**src/rtl/graycounter_param.sv**
```systemverilog
// graycounter_param: modulo-DEPTH Gray-code counter with up/down, load, wrap pulse and optional self-check (GRAYCNT_CHECK_EN)
module graycounter_param #(
   parameter int WIDTH   = 5,
   parameter int DEPTH   = 8,
   parameter int RST_IDX = 0
) (
   input  logic             clk,
   input  logic             reset,
   input  logic             enable,
   input  logic             dir,
   input  logic             load,
   input  logic [WIDTH-1:0] load_idx,
   output logic [WIDTH-1:0] gray_out,
   output logic [WIDTH-1:0] bin_out,
   output logic             wrap,
   output logic             load_err,
   output logic             chk_err
);
   localparam int OFFSET = ((1 << WIDTH) - DEPTH) / 2;
   localparam logic [WIDTH-1:0] OFF_W = WIDTH'(OFFSET);
   localparam logic [WIDTH-1:0] LAST  = WIDTH'(DEPTH - 1);
   localparam logic [WIDTH-1:0] RST_W = WIDTH'(RST_IDX);
   localparam logic [WIDTH-1:0] ONE   = WIDTH'(1);

   if (WIDTH < 2 || WIDTH > 16 || DEPTH < 2 || DEPTH % 2 != 0 || DEPTH > (1 << WIDTH) ||
       RST_IDX < 0 || RST_IDX >= DEPTH) begin : g_bad_params
      $error("graycounter_param: illegal WIDTH/DEPTH/RST_IDX");
   end

   // The index window is centred on 2^(WIDTH-1) so the wrap step is also a single-bit change
   function automatic logic [WIDTH-1:0] to_gray(input logic [WIDTH-1:0] idx);
      logic [WIDTH-1:0] x;
      x = idx + OFF_W;
      return x ^ (x >> 1);
   endfunction

   logic [WIDTH-1:0] nxt_bin, nxt_gray;
   logic             nxt_wrap, nxt_lerr;

   // Next index by priority load > enable > hold, modulo DEPTH, then Gray-encode before registering
   always_comb begin
      nxt_bin  = bin_out;
      nxt_wrap = 1'b0;
      nxt_lerr = 1'b0;
      if (load) begin
         nxt_lerr = load_idx > LAST;
         nxt_bin  = nxt_lerr ? bin_out : load_idx;
      end else if (enable) begin
         nxt_wrap = dir ? (bin_out == '0) : (bin_out == LAST);
         nxt_bin  = nxt_wrap ? (dir ? LAST : '0) : (dir ? bin_out - ONE : bin_out + ONE);
      end
      nxt_gray = to_gray(nxt_bin);
   end

   // State and pulse registers; reset overrides everything
   always_ff @(posedge clk) begin
      if (reset) begin
         bin_out  <= RST_W;
         gray_out <= to_gray(RST_W);
         wrap     <= 1'b0;
         load_err <= 1'b0;
      end else begin
         bin_out  <= nxt_bin;
         gray_out <= nxt_gray;
         wrap     <= nxt_wrap;
         load_err <= nxt_lerr;
      end
   end

`ifdef GRAYCNT_CHECK_EN
   logic [WIDTH-1:0] prev_gray, diff;
   logic             step_q;
   assign diff = gray_out ^ prev_gray;

   // Sticky monitor: a counting step must flip exactly one bit, and the code must always match the index
   always_ff @(posedge clk) begin
      if (reset) begin
         chk_err   <= 1'b0;
         step_q    <= 1'b0;
         prev_gray <= '0;
      end else begin
         step_q    <= enable & ~load;
         prev_gray <= gray_out;
         if ((step_q && (diff == '0 || (diff & (diff - ONE)) != '0)) || gray_out != to_gray(bin_out))
            chk_err <= 1'b1;
      end
   end
`else
   assign chk_err = 1'b0;
`endif
endmodule

```
**config.mk**
```make
export PLATFORM = sky130hd
export DESIGN_NAME = graycounter_param
export DESIGN_NICKNAME = d
export VERILOG_FILES = /design/src/rtl/graycounter_param.sv
export SDC_FILE = /design/constraint.sdc
export NUM_CORES = 1
export LEC_CHECK = 0
export ABC_CLOCK_PERIOD_IN_PS = 2500
export BUFFER_PORTS_ARGS = -buffer_cell sky130_fd_sc_hd__buf_2
export CAP_MARGIN = 5
export CORE_MARGIN = 5
export CORE_UTILIZATION = 44
export DETAILED_ROUTE_END_ITERATION = 10
export PLACE_DENSITY = 0.75
export SLEW_MARGIN = 20
export SYNTH_ARGS = -nofsm -noshare
export SYNTH_HDL_FRONTEND = slang
export SYNTH_SLANG_ARGS = --single-unit
```
**constraint.sdc**
```tcl
create_clock -name clk -period 2.5 [get_ports clk]
set_input_delay 0.375 -clock clk [delete_from_list [all_inputs] [get_ports clk]]
set_output_delay 0.375 -clock clk [all_outputs]
set_load 0.02 [all_outputs]
```
==> flow_metrics.py <==
metrics = {
    "global_routing": {
        "track_usage_pct": 15.8,
        "global_route_wire_length_before_repair_um": 3170,
        "pin_count_of_the_biggest_net_entering_global_routing": 13,
        "global_route.overflow_total": 0,
        "grt_pass1_vias": 765,
        "grt_antenna_before_repair": 0,
    },
    "cts": {
        "cts.hold.buffers_added": 0,
        "post_cts.resized_instances": 0,
        "cts_buffers": 3,
        "tritoncts": "yes",
        "ctsHtreeMaxLevel": 1,
        "clock_root_cell": "clkbuf_4",
        "worst_skew_pair.late_latency_ps": 270,
        "clk_path_buf_depth": 2,
        "clk_pin_slew_worst_paths_ps": 70,
        "clock_sink_count": 11,
        "post_cts.repair.setup_buffers": 0,
    },
    "cells_and_area": {
        "antenna_cells_inserted": 0,
        "drive_above_1_share_pct": 44.2,
        "design.final.nets": 136,
        "finish.instance_area_mm2": 0.00100,
        "syn2layout_area_growth_pct": 31.5,
    },
    "run": {
        "maxCapViolCount": 0,
    },
    "synth": {
        "ys_ff_latch": 11,
        "synthAdderAreaFrac_pct": 9.18,
        "ys_warn_count": 0,
        "synth-seq-area-share_pct": 28.9,
        "synth_simple_gate_area_share_pct": 25.2,
        "ys.flop_type": "dfxtp_1",
        "syn-cell-area_um2": 763,
        "post_synth_xor_xnor_area_pct": 3.44,
        "ys_async_sr_fraction_pct": 0,
        "post_synth_num_cell_types": 39,
        "mean_post_synth_cell_area_um2": 8.67,
        "synthCells": 88,
        "synth_enable_flop_cells": 0,
        "synthesized_netlist_net_count": 103,
        "synth_compound_area_share_pct": 27.5,
        "largest_family_of_logic_cells_by_synthesized_area": "compound AO/OA/AOI/OAI gates",
        "muxShareOfSynthArea_pct": 1.31,
    },
    "worst_hold_path": {
        "worst_hold_path_type": "in -> reg",
    },
    "detailed_routing": {
        "wl_per_cell_um": 14.1,
        "drt_drc_violations_left": 0,
        "drt_iter0_markers": 16,
        "drtAntennaViolNets": 0,
        "per_cell_via_count_in_the_routed_design": 5.71,
        "drt_first_pass_iters": 4,
        "routed-via-count": 782,
        "wirelength_um": 1930,
    },
    "place": {
        "port_buffers": 21,
        "postPlaceCellArea_um2": 952,
        "gpl.final_weighted_congestion": 0.801,
        "place_hpwl_um": 1540,
    },
    "power": {
        "ir_drop_mv": 0.339,
        "total_power_uw": 572,
        "power-per-cell-area_mw_per_mm2": 570,
        "static-leakage-power_nw": 0.486,
    },
    "timing": {
        "finalClockSkew_ps": 4.28,
        "finalCritPeriodShare_pct": 97.1,
        "report.final.setup_viol": 0,
        "fin_crit_ps": 2430,
        "fmax_ghz": 0.412,
        "hold_violations": 0,
        "final_max_slew_viol_count": 0,
    },
    "setup_path": {
        "critPathArrivalTime_ps": 2590,
        "cpPeakStageDelay_ps": 330,
        "timing.setup.critical_path_class": "reg -> reg",
        "timing.critical_path.cells": "buf_4 > nor4b_4 > a21oi_1 > o21a_1 > or2_2 > ha_2 > a21boi_2 > o21bai_2 > o221a_4 > mux2i_1",
        "critical_path.endpoint_type": "flip-flop",
        "critical_path_required_ps": 2660,
        "crit_path_start_kind": "flip-flop",
        "slowest_stage": "dfxtp_2",
        "cp_max_fo": 6,
    },
    "floorplanning": {
        "initial_core_util_pct": 45.2,
        "floorplan.io_pins": 23,
        "core_area_mm2": 0.00169,
        "fp.dieH_um": 51.7,
        "design.die.area_mm2": 0.00267,
        "floorplan.rows": 15,
        "die_x_um": 51.7,
    },
    "outcome": {
        "outcome": "completed",
    },
}
## cell usage after synthesis (all sizes together), types with 2 or more instances
master	count	area, um2
o21a	2	15.0
a211o	2	18.8
nand3	4	25.0
nor2b	2	12.5
and3	2	13.8
buf	3	22.5
nor2	8	30.0
a21oi	10	50.1
a21o	4	30.0
nand2	7	26.3
or2	2	15.0
xor2	2	17.5
o21ai	5	25.0
o211ai	2	15.0
dfxtp	11	220
ha	4	50.1
## per-layer routing
layer	share of wire [%]	wire length, um	vias to the layer above	global-route usage, %
met4	1.9	36	0	8.73
met1	40	777	372	15.4
met5	0	0	-	0
met2	53	1020	23	29.7
met3	5.3	102	6	4.30
li1	-	-	381	-
## flip-flops by register name (all words and copies together) (netlist names)
| register | cells |
|---|---|
| gray_out | 5 |
| wrap | 1 |
| load_err | 1 |
| bin_out | 4 |
## critical path, delay by kind of cell (launching register included)
kind / cells / cell delay [ps]
and+or+nand+nor: 2 / 620
AOI/OAI and AO/OA: 5 / 890
muxes: 1 / 110
DFF: 1 / 330
buffers and inverters: 1 / 160
adders and majority gates: 1 / 200
## through the flow
step / hold slack [ps] / TNS (ps) / setup slack, ps / util, % / std cells
2_1_floorplan: 531 / 0 / 29.1 / - / 88
3_3_place_gp: 636 / -115 / -100 / 56.4 / 133
3_5_place_dp: 644 / -188 / -136 / 56.4 / 133
4_1_cts: 419 / 0 / 29.1 / 57.9 / 137
5_1_grt: 429 / -48.7 / -48.7 / 59.4 / 137
6_report: 428 / 0 / 71.7 / 59.4 / 137
## cells by family after synthesis
kind of cell,after synthesis
mux,1
fa+ha+maj,5
buf+inv,5
simple gates,32
flops,11
other cells,1
xor+xnor,3
compound gates,30
## power breakdown
group	switching [mW]	leakage (nW)	internal (mW)
Sequential	0.0101	0.0918	0.195
Combinational	0.129	0.379	0.117
Clock	0.0590	0.0150	0.0618
Total	0.198	0.486	0.374
## final timing paths
path	from	to	slack (ps)	depth (start not counted)
min reg2reg	bin_out[4]	bin_out[4]	650	3
min	reset	bin_out[1]	430	2
max	bin_out[0]	gray_out[3]	70	10
max reg2reg	bin_out[0]	gray_out[3]	70	10
## final cells by class
cell class | instances | area [um2]
Clock buffer | 4 | 26.3
Multi-Input combinational cell | 72 | 541
Sequential cell | 11 | 224
Tap cell | 17 | 21.3
Inverter | 1 | 3.75
Fill cell | 152 | 686
Timing Repair Buffer | 32 | 188
## placed cells by master (no fill, tap or decap), types with 2 or more instances in the layout
cell      synthesis  final
buf_4             3     11
a21o_1            4      4
o21a_1            2      2
nand2_1           7      7
ha_1              4      3
buf_2             0     21
o21ai_1           2      2
clkbuf_4          0      3
dfxtp_2           0      3
dfxtp_1          11      8
o21ai_0           3      3
nor2b_1           2      2
o211ai_1          2      2
nor2_1            8      8
nand3_1           3      3
xor2_1            2      2
a21oi_1          10      9
Power figures use the tool's default switching activity.
